File: src/rtl/dmem_pkg.sv
// Shared types and constants for the data-memory arbiter.
package dmem_pkg;

  localparam int unsigned DMEM_WIDTH      = 32;
  localparam int unsigned DMEM_DEPTH_LOG2 = 9;

  typedef enum logic {
    IDLE   = 1'b0,
    ACCESS = 1'b1
  } state_t;

  typedef logic port_id_t;

  localparam port_id_t PORT0 = 1'b0;
  localparam port_id_t PORT1 = 1'b1;

  typedef struct packed {
    logic                  we;
    logic [DMEM_WIDTH-1:0] addr;
    logic [DMEM_WIDTH-1:0] wdata;
  } dmem_cmd_t;

  // Any address bit at or above depth_log2 puts the word outside the array.
  function automatic logic addr_oor(input logic [DMEM_WIDTH-1:0] addr,
                                    input int unsigned depth_log2);
    return |(addr >> depth_log2);
  endfunction

endpackage

File: src/rtl/dmem_arbiter_if.sv
// One master's request/response channel into the data-memory arbiter.
interface dmem_arbiter_if;
  import dmem_pkg::*;

  logic                  req;
  logic                  we;
  logic [DMEM_WIDTH-1:0] addr;
  logic [DMEM_WIDTH-1:0] wdata;
  logic                  gnt;
  logic                  ack;
  logic [DMEM_WIDTH-1:0] rdata;
  logic                  err;

  modport master (
    output req, we, addr, wdata,
    input  gnt, ack, rdata, err
  );

  modport slave (
    input  req, we, addr, wdata,
    output gnt, ack, rdata, err
  );

endinterface

File: src/rtl/dmem_arbiter_rr_arb2.sv
// Two-request round-robin picker; the port that did not win last takes a tie.
module rr_arb2
  import dmem_pkg::*;
(
  input  logic [1:0] req,
  input  port_id_t   last,
  output logic [1:0] grant,
  output port_id_t   winner
);

  always_comb begin
    winner = PORT0;
    grant  = 2'b00;
    case (req)
      2'b01:   winner = PORT0;
      2'b10:   winner = PORT1;
      2'b11:   winner = ~last;
      default: winner = PORT0;
    endcase
    if (|req) begin
      grant = (winner == PORT1) ? 2'b10 : 2'b01;
    end
  end

endmodule

File: src/rtl/dmem_arbiter.sv
// Round-robin arbiter and one-cycle access sequencer in front of the data memory.
module dmem_arbiter
  import dmem_pkg::*;
#(
  parameter int unsigned DEPTH_LOG2 = DMEM_DEPTH_LOG2
) (
  input  logic                  clk,
  input  logic                  rst_n,
  dmem_arbiter_if.slave         m0,
  dmem_arbiter_if.slave         m1,
  output logic                  mem_read,
  output logic                  mem_write,
  output logic [DMEM_WIDTH-1:0] mem_addr,
  output logic [DMEM_WIDTH-1:0] mem_wdata,
  input  logic [DMEM_WIDTH-1:0] mem_rdata,
  output logic                  busy
);

  state_t    state;
  port_id_t  last;
  port_id_t  owner;
  logic      we_q;
  logic      oor_q;

  logic [1:0] req_vec;
  logic [1:0] grant;
  port_id_t   winner;
  logic       xfer;
  dmem_cmd_t  sel_cmd;
  logic       sel_oor;

  assign req_vec = {m1.req, m0.req};

  rr_arb2 u_rr (
    .req    (req_vec),
    .last   (last),
    .grant  (grant),
    .winner (winner)
  );

  // Grants exist only while idle, so a request can never slip in mid-access.
  assign m0.gnt = (state == IDLE) & grant[0];
  assign m1.gnt = (state == IDLE) & grant[1];
  assign xfer   = (state == IDLE) & (|req_vec);
  assign busy   = (state == ACCESS);

  always_comb begin
    sel_cmd.we    = m0.we;
    sel_cmd.addr  = m0.addr;
    sel_cmd.wdata = m0.wdata;
    if (winner == PORT1) begin
      sel_cmd.we    = m1.we;
      sel_cmd.addr  = m1.addr;
      sel_cmd.wdata = m1.wdata;
    end
  end

  assign sel_oor = addr_oor(sel_cmd.addr, DEPTH_LOG2);

  always_ff @(posedge clk or negedge rst_n) begin
    if (!rst_n) begin
      state     <= IDLE;
      last      <= PORT1;
      owner     <= PORT0;
      we_q      <= 1'b0;
      oor_q     <= 1'b0;
      mem_read  <= 1'b0;
      mem_write <= 1'b0;
      mem_addr  <= '0;
      mem_wdata <= '0;
      m0.ack    <= 1'b0;
      m0.err    <= 1'b0;
      m0.rdata  <= '0;
      m1.ack    <= 1'b0;
      m1.err    <= 1'b0;
      m1.rdata  <= '0;
    end else begin
      m0.ack <= 1'b0;
      m0.err <= 1'b0;
      m1.ack <= 1'b0;
      m1.err <= 1'b0;
      case (state)
        IDLE: begin
          if (xfer) begin
            state     <= ACCESS;
            last      <= winner;
            owner     <= winner;
            we_q      <= sel_cmd.we;
            oor_q     <= sel_oor;
            // Strobes are suppressed up front for out-of-range addresses.
            mem_read  <= ~sel_cmd.we & ~sel_oor;
            mem_write <= sel_cmd.we & ~sel_oor;
            mem_addr  <= sel_cmd.addr;
            mem_wdata <= sel_cmd.wdata;
          end
        end
        ACCESS: begin
          state     <= IDLE;
          mem_read  <= 1'b0;
          mem_write <= 1'b0;
          // Writes leave rdata untouched; out-of-range accesses return zero.
          if (owner == PORT0) begin
            m0.ack <= 1'b1;
            m0.err <= oor_q;
            if (oor_q) begin
              m0.rdata <= '0;
            end else if (!we_q) begin
              m0.rdata <= mem_rdata;
            end
          end else begin
            m1.ack <= 1'b1;
            m1.err <= oor_q;
            if (oor_q) begin
              m1.rdata <= '0;
            end else if (!we_q) begin
              m1.rdata <= mem_rdata;
            end
          end
        end
        default: state <= IDLE;
      endcase
    end
  end

endmodule

File: src/flat_wrapper.sv
// flat-port wrapper written by rule: the top's interface ports become plain ports
module dmem_arbiter_flat import dmem_pkg::*;
#(
  parameter int unsigned DEPTH_LOG2 = DMEM_DEPTH_LOG2
)
  (clk, rst_n, mem_read, mem_write, mem_addr, mem_wdata, mem_rdata, busy, m0_req, m0_we, m0_addr, m0_wdata, m0_gnt, m0_ack, m0_rdata, m0_err, m1_req, m1_we, m1_addr, m1_wdata, m1_gnt, m1_ack, m1_rdata, m1_err);
  dmem_arbiter_if m0_i ();
  dmem_arbiter_if m1_i ();
  input  logic clk;
  input  logic rst_n;
  output logic mem_read;
  output logic mem_write;
  output logic [DMEM_WIDTH-1:0] mem_addr;
  output logic [DMEM_WIDTH-1:0] mem_wdata;
  input  logic [DMEM_WIDTH-1:0] mem_rdata;
  output logic busy;
  input wire logic [$bits(m0_i.req)-1:0] m0_req;
  input wire logic [$bits(m0_i.we)-1:0] m0_we;
  input wire logic [$bits(m0_i.addr)-1:0] m0_addr;
  input wire logic [$bits(m0_i.wdata)-1:0] m0_wdata;
  output wire logic [$bits(m0_i.gnt)-1:0] m0_gnt;
  output wire logic [$bits(m0_i.ack)-1:0] m0_ack;
  output wire logic [$bits(m0_i.rdata)-1:0] m0_rdata;
  output wire logic [$bits(m0_i.err)-1:0] m0_err;
  input wire logic [$bits(m1_i.req)-1:0] m1_req;
  input wire logic [$bits(m1_i.we)-1:0] m1_we;
  input wire logic [$bits(m1_i.addr)-1:0] m1_addr;
  input wire logic [$bits(m1_i.wdata)-1:0] m1_wdata;
  output wire logic [$bits(m1_i.gnt)-1:0] m1_gnt;
  output wire logic [$bits(m1_i.ack)-1:0] m1_ack;
  output wire logic [$bits(m1_i.rdata)-1:0] m1_rdata;
  output wire logic [$bits(m1_i.err)-1:0] m1_err;
  assign m0_i.req = m0_req;
  assign m0_i.we = m0_we;
  assign m0_i.addr = m0_addr;
  assign m0_i.wdata = m0_wdata;
  assign m0_gnt = m0_i.gnt;
  assign m0_ack = m0_i.ack;
  assign m0_rdata = m0_i.rdata;
  assign m0_err = m0_i.err;
  assign m1_i.req = m1_req;
  assign m1_i.we = m1_we;
  assign m1_i.addr = m1_addr;
  assign m1_i.wdata = m1_wdata;
  assign m1_gnt = m1_i.gnt;
  assign m1_ack = m1_i.ack;
  assign m1_rdata = m1_i.rdata;
  assign m1_err = m1_i.err;
  dmem_arbiter #(.DEPTH_LOG2(DEPTH_LOG2)) u_core (.clk(clk), .rst_n(rst_n), .m0(m0_i), .m1(m1_i), .mem_read(mem_read), .mem_write(mem_write), .mem_addr(mem_addr), .mem_wdata(mem_wdata), .mem_rdata(mem_rdata), .busy(busy));
endmodule
File: config.mk
export PLATFORM = sky130hd
export DESIGN_NAME = dmem_arbiter_flat
export DESIGN_NICKNAME = d
export VERILOG_FILES = /design/src/rtl/dmem_pkg.sv /design/src/rtl/dmem_arbiter_if.sv /design/src/rtl/dmem_arbiter_rr_arb2.sv /design/src/rtl/dmem_arbiter.sv /design/src/flat_wrapper.sv
export SDC_FILE = /design/constraint.sdc
export NUM_CORES = 1
export LEC_CHECK = 0
export ABC_AREA = 1
export ABC_CLOCK_PERIOD_IN_PS = 1800
export CAP_MARGIN = 15
export CORE_AREA = 2 2 117 142
export DETAILED_ROUTE_END_ITERATION = 12
export DIE_AREA = 0 0 119 144
export PLACE_DENSITY = 0.8
export SYNTH_ARGS = -nofsm -noshare
export SYNTH_HDL_FRONTEND = slang
export SYNTH_SLANG_ARGS = --single-unit
File: constraint.sdc
create_clock -name clk -period 1.8 [get_ports clk]
set_input_delay 0.36 -clock clk [delete_from_list [all_inputs] [get_ports clk]]
set_output_delay 0.36 -clock clk [all_outputs]
set_load 0.02 [all_outputs]
Yosys cells after proc, flatten, opt, wreduce, memory -nomap -nowiden
Index checks and enable logic that the tools add are counted.
{"block": "word_totals", "reg_bits": 139, "latch_bits": 0, "mem_bits_rw": 0, "mem_bits_ro": 0, "mem_count": 0}
{"block": "classes", "add_sub_neg": 0, "multipliers": 0, "n_div": 0, "magnitude_cmp": 0, "n_eq_ne": 4, "shifts": 0, "n_mux": 20, "bitwise": 10, "reduce_logical": 5}
{"operator": "$mux 65", "n": 1}
{"operator": "$mux 32", "n": 2}
{"operator": "$reduce_or 23->1", "n": 1}
{"operator": "$mux 1", "n": 11}
{"operator": "$pmux 1 s2", "n": 4}
{"operator": "$reduce_and 3->1", "n": 2}
{"operator": "$and 1x1->1", "n": 5}
{"operator": "$not 1->1", "n": 5}
{"operator": "$eq 2x2->1 const B", "n": 2}
{"operator": "$mux 2", "n": 2}
{"operator": "$ne 2x1->1 const B", "n": 1}
{"operator": "$ne 2x2->1 const B", "n": 1}
{"operator": "$reduce_and 2->1", "n": 1}
{"operator": "$reduce_or 2->1", "n": 1}

Depth between registers and ports, before layout
{"block": "depth", "word_depth": 8, "mapped_depth": 12, "ltp_nobuf": 11}

Hierarchy
From an unflattened synthesis, not the netlist that was laid out.
{"block": "unflattened", "hier_cells": 715, "hier_area_um2": 6403.6}
{"mod": "dmem_arbiter", "n_inst": 1, "cells_each": 709, "area_each_um2": 6378.6, "seq_area_each_um2": 3479.6}
{"mod": "rr_arb2", "n_inst": 1, "cells_each": 6, "area_each_um2": 25.0, "seq_area_each_um2": 0.0}

Worst setup path before layout
No wires, ideal clock.
{"block": "synth_path", "path_kind": "reg2out", "startpoint": "register u_core.last", "endpoint": "output m0_gnt", "arrival_ps": 1254, "t_required_ps": 1440, "path_slack_ps": 186, "stages_incl_launch_ff": 7, "path_buffers": 2, "path_cell_list": "dfstp_2 > nand2_4 > nand2_4 > buf_4 > nand2_1 > inv_1 > buf_4"}
{"block": "synth_between", "elab_chain_len": 5}
{"element": "start: declaration", "line_no": "dmem_arbiter.sv:20", "rtl": "port_id_t last;"}
{"element": "start signal: assignment", "line_no": "dmem_arbiter.sv:86", "rtl": "last <= winner;"}
{"element": "$not 1->1", "line_no": "dmem_arbiter_rr_arb2.sv:17", "rtl": "2'b11: winner = ~last;"}
{"element": "$pmux 1 s2", "line_no": "dmem_arbiter_rr_arb2.sv:14", "rtl": "case (req)"}
{"element": "$mux 2", "line_no": "dmem_arbiter_rr_arb2.sv:21", "rtl": "grant = (winner == PORT1) ? 2'b10 : 2'b01;"}
{"element": "$mux 2", "line_no": "dmem_arbiter_rr_arb2.sv:20", "rtl": "if (|req) begin"}
{"element": "$and 1x1->1", "line_no": "dmem_arbiter.sv:42", "rtl": "assign m0.gnt = (state == IDLE) & grant[0];"}
{"element": "end: declaration", "line_no": "flat_wrapper.sv:21", "rtl": "output wire logic [$bits(m0_i.gnt)-1:0] m0_gnt;"}
No other way between the ends.

Worst setup path after layout
Ends and elaborated chain as after synthesis.

==> metrics.cfg <==
[synth]
synth_ff_type = dfrtp_1
seq_area_frac_synth = 0.5444
synthTopCellsByArea = dfrtp_1 (54%), mux2_2 (11%), nand2_1 (10%)
synth_area_um2 = 6391
synth_top_cell_by_area = dfrtp_1
synth_edf_count = 0
ys_types = 25
synth_top_area_frac = 0.5403
synthCells = 695
synth_area_per_cell_um2 = 9.196
ys_ff_latch = 139
async_flop_share = 1.000
ys_warn_count = 0
synth_nets = 861

[pwr]
cellPowerDensity_nw_per_um2 = 1214
p_sw_frac = 0.3422
p_leak_nw = 5.151
p_comb_frac = 0.396
clock_power_share = 0.262
internal_power_mw = 8.551
ir_drop_mv = 0.6048
power_frac_seq = 0.342
p_switching_mw = 4.449

[floorplan]
dieArea_um2 = 17140
ios = 303
start_util = 0.4022
core_um2 = 15890
fp.dieH_um = 144
die_w_um = 119
std_cell_rows = 51

[clock_tree]
cts_sinks = 139
clk_pin_slew_ns = 0.06
cts_buffers = 17
root_buffer = clkbuf_16
cts_max_path_buffers = 2
cts_tree = yes
htreeDepth = 4
clock_latency_ns = 0.41

[cells_and_area]
synthToLayoutAreaGrowth_pct = 67.56
design_area_um2 = 10710
nets = 1200
multiInputGateArea_um2 = 2529
fin_util = 0.6740
drive_gt1_frac = 0.1777
diodes = 0
ff_latch_area_um2 = 3481
stdcell_count = 1259
fillers = 1216

[flow_run]
cap_violations = 0

[placement]
dp_slack_ns = -0.4370
dp_cells = 1217
placed_area_um2 = 9878
place_congestion = 0.8647
dp_hpwl_um = 14350
port-buffer-count = 302

[timing]
worstMarginPinSlew_ns = 0.4994
period_share = 0.9828
clock_skew_ns = 0.008266
setup_violations = 0
rsz0062_at_grt = true
holdWs_ns = 0.3524
relSlewSlack = 0.6671
fin_crit_ns = 1.769
fmax_ghz = 0.5653
postLayoutSetupSlackWorst_ns = 0.03095
finalMaxSlewViolations = 0
finalHoldViolCount = 0

[drt]
drc = 0
viasPerCell = 4.808
drt_first_iter_violations = 294
avgRoutedWirePerCell_um = 15.47
ant_nets = 0
drtPass1Iterations = 4
drt_wl_total_um = 19470
vias = 6053

[critical_path]
path_max_fanout = 4
crit_path_end_kind = primary output
cp-startpoint = u_core.last
required_ns = 1.44
start_kind = flip-flop
worstSetupPathType = reg2out
arrival_ns = 1.41
r2r-start = u_core.last

[hold_path]
worstHoldPathType = in2reg
worstHoldStart = m0_req

[grt]
grt-ovfl-total = 0
antenna_found_initial = 0
grt_max_degree = 50
grt_first_pass_wirelength_um = 29530
grt_pass1_vias = 5751
grt_usage = 0.2218

[run_status]
outcome = completed

==> kinds of logic after synthesis <==
| family | Yosys count | share of synthesized area |
|---|---|---|
| buffers and inverters | 95 | 0.07106 |
| and+or+nand+nor | 319 | 0.2085 |
| muxes | 64 | 0.1128 |
| AOI/OAI and AO/OA | 78 | 0.06323 |
| DFF | 139 | 0.5444 |
==> final cells by class <==
type	instances	area share
tap	212	0.02477
clock buffer	17	0.03972
clock inverter	15	0.01414
sequential	139	0.3250
multi-input combinational	461	0.2361
inverter	57	0.01998
timing repair buffer	358	0.3402
==> path summary, 6_finish.rpt <==
| check | endpoint | slack, ns | depth (start not counted) |
|---|---|---|---|
| max reg2reg | u_core.mem_write | 0.07 | 12 |
| min reg2reg | u_core.mem_write | 0.48 | 2 |
| max | m0_gnt | 0.03 | 5 |
| min | u_core.mem_read | 0.35 | 4 |
| max in group asynchronous | u_core.mem_wdata[26] | 0.77 | 3 |
| min in group asynchronous | u_core.mem_wdata[4] | 0.45 | 2 |
==> power groups by stage <==
stage               Sequential [mW]  Combinational, mW  Clock (mW)
floorplan                      5.53               1.33           0
global placement               4.46               5.04           0
detailed placement             4.50               5.11           0
CTS                            4.45               5.11        3.46
global route                   4.55               5.47        3.61
finish                         4.45               5.15        3.40
==> through the flow <==
step                      TNS (ns)  total power, mW
final                            0            13.00
after global routing       -0.2843            13.64
after CTS                        0            13.03
after detailed placement    -22.05            9.603
after global placement      -20.51            9.497
after floorplan                  0            6.862
==> cells in the mapped netlist, types with 3 or more instances <==
cell type  instances
nand2_1          176
dfrtp_1          138
nor2_1            86
o21ai_0           67
mux2_2            60
inv_1             54
nand3_1           35
clkbuf_1          13
nand3b_1          11
buf_2              9
a31oi_1            8
buf_6              8
buf_4              7
mux2_1             4
nor2_2             4
inv_2              3
==> critical path, cell delays in order, from the launching register on <==
cell and delay, ns:
dfstp_2 0.57, nand2_4 0.08, nand2_8 0.10, nand2_2 0.06
inv_2 0.07, buf_6 0.11
==> sequential cells by signal, summed over array words and instances (netlist names), 32 cells and up <==
register and count:
u_core.m1.rdata 32, u_core.m0.rdata 32, u_core.mem_addr 32, u_core.mem_wdata 32
==> cell usage in the layout, fill, tap and decap left out, drive strengths merged, types with 11 or more instances in the layout <==
cell type and count:
o21ai 68, inv 65, clkbuf 19, buf 56, nand3 35, nand2 179
nor2 91, clkdlybuf4s50 279, dlymetal6s2s 16, mux2 64, nand3b 11, dfrtp 138
==> per-layer routing <==
layer | vias to the layer above | routed length [um] | GRT usage
met3 | 44 | 1099 | 0.04495
met2 | 231 | 10100 | 0.3869
met4 | 0 | 693 | 0.1059
li1 | 2909 | - | -
met5 | - | 0 | 0
met1 | 2869 | 7579 | 0.2631
==> repair_timing <==
item                                    4_1_cts  5_1_grt
buffers inserted                              0        7
hold buffers                                  1        0
hold endpoints to repair                     42        0
endpoints found under the setup margin        8       74
gates resized for setup                      16       46
pin swaps                                     0       10
gates cloned                                  0        2
Note: power is estimated with default switching activity, not from simulation.
==> patch, RTL diff (same settings) <==
The package constant `DMEM_WIDTH` goes from 32 to 40.
--- a/src/rtl/dmem_pkg.sv
+++ b/src/rtl/dmem_pkg.sv
@@ -3,3 +3,3 @@
 
-  localparam int unsigned DMEM_WIDTH      = 32;
+  localparam int unsigned DMEM_WIDTH      = 40;
   localparam int unsigned DMEM_DEPTH_LOG2 = 9;
Interface: changed (9 resized); port bits go from 303 to 375. The function was not compared with the original's and may differ.
==> patch against the unedited design <==
  * The run now ends with negative setup slack left
  * Total power is 17% higher
  * Global-route usage is 7.1 points higher
  * Critical path depth is 1 higher
  * Setup slack worse by 65 ps
  * Cell count is 14% higher
  * Utilization is 12 points higher
  * Clock power is 12% higher
  * Wire length is 32% higher
  * Synthesized area is 21% higher
  * Sequential cell count is 32 higher
  * Design area is 18% higher
  * Largest cell class is now sequential cells
==> patch: results (changes against the unedited design) <==
grt:
  antenna_found_initial: 0  # unchanged
  met2_usage: 0.518  # +0.131
  grt_pass1_vias: 7213  # +25%
  grt_util_met3: 0.0860  # +0.0410
  grt_util_all_layers: 0.293  # +0.0713
  use_met1: 0.333  # +0.0698
pwr:
  vdd_drop_max_mv: 0.578  # -4.4%
  leakage_nw: 6.56  # +27%
final_layout:
  clock_cell_area_share: 0.0482  # -0.00564
  drive_gt1_frac: 0.129  # -0.0482
  dominant_cells: "sequential cells"
  final-seq-area_um2: 4280  # +23%
  nFillCells: 1071  # -12%
  buf_share: 0.336  # -0.00423
  seq_cells: 171  # +23%
  n_clock_buffer: 18  # +1
  multi_input_gates: 535  # +16%
  buffers: 410  # +15%
  multi_input_area_share: 0.234  # -0.00240
  nNetsFinal: 1421  # +18%
  inv_count: 80  # +40%
worst_setup_path:
  reg2reg_to: "u_core.oor_q"
  critical_path_peak_fanout: 3  # -1
  worstPathArrival_ps: 1470  # +60 ps
  reg2reg_slack_ps: 20  # -50 ps
timing:
  holdWs_ps: 413  # +60.9 ps
  setup_ws_ps: -34.2  # -65.2 ps
  tns_ps: -34.2  # -34.2 ps
  worst_slew_pin_slew_ps: 523  # +24.0 ps
  setup_viol: 1  # +1
  worst_clock_skew_ps: 9.18  # +0.918 ps
yosys:
  ys_types: 24  # -4.0%
  synthesis.nets: 1038  # +21%
  seq_area_frac_synth: 0.552  # +0.00716
  yosys-top-cells-area: "dfrtp_1 (55%), mux2_2 (10%), nand2_1 (10%), o21ai_0 (5.0%), nor2_1 (4.3%)"
  yosys-top-cells-count: "nand2_1 (208), dfrtp_1 (170), nor2_1 (89)"
place:
  io_buffers: 374  # +24%
  place_congestion: 0.860  # -0.56%
  dp_hpwl_um: 18900  # +32%
routing:
  drt-wirelength-per-cell_um: 17.9  # +16%
  vias: 7277  # +20%
  drt_iter0_markers: 428  # +46%
  first_pass_iters: 5  # +1
cts:
  clkLatencyLatePin_ps: 420
status:
  failed_checks: "negative setup slack"
  status: "finished with violations"
hold_path:
  hp-class: "in2async"
-- patch: cell count changes in the layout (fill, tap and decap cells not counted), sizes merged, moves of 7 or more --
cell           unedited run  this run
nand2                   179       212
dfrtp                   138       170
o21ai                    68       100
dlymetal6s2s             16        47
dlygate4sd2               4        33
inv                      65        85
buf                      56        37
nand3                    35        18
nand3b                   11        28
mux2                     64        80
clkdlybuf4s50           279       291
a31oi                     8         1
-- patch: what timing repair did --
action / CTS / global route
buffers inserted: 5 / 2
endpoints found under the hold margin: 32 / 0
pin swaps: 2 / 4
gates cloned: 1 / 2
gates resized for setup: 38 / 58
hold buffers: 1 / 0
endpoints found under the setup margin: 34 / 52
-- patch: cells by family (layout without fill, tap and decap cells) --
family,Yosys count,count (layout),synth area share
buffers and inverters,128,522,0.0748
multiplexers,80,80,0.116
AND/OR/NAND/NOR,352,354,0.192
flip-flops,171,171,0.552
AO/OA/AOI/OAI,101,101,0.0653
-- patch: metal layers --
| layer | vias to the layer above | share of wire |
|---|---|---|
| li1 | 3413 | - |
| met1 | 3462 | 0.37 |
| met2 | 345 | 0.52 |
| met3 | 57 | 0.075 |
| met4 | 0 | 0.034 |
| met5 | - | 0 |
-- patch: metrics by stage --
step                 util  setup WS (ps)  instance area, µm²  std cells  total power [mW]
global placement    0.744           -218               11800       1397              11.5
floorplan               -            217                7760        832              8.29
global route        0.798           -195               12700       1440              15.9
finish              0.798          -34.2               12700       1440              15.2
CTS                 0.785           -177               12500       1436              15.4
detailed placement  0.744           -260               11800       1397              11.6
-- patch: power breakdown --
group,switching [mW],internal [mW],total [mW]
Combinational,3.06,2.91,5.96
Clock,1.59,2.22,3.81
Sequential,0.592,4.88,5.47
Total,5.24,10.0,15.2
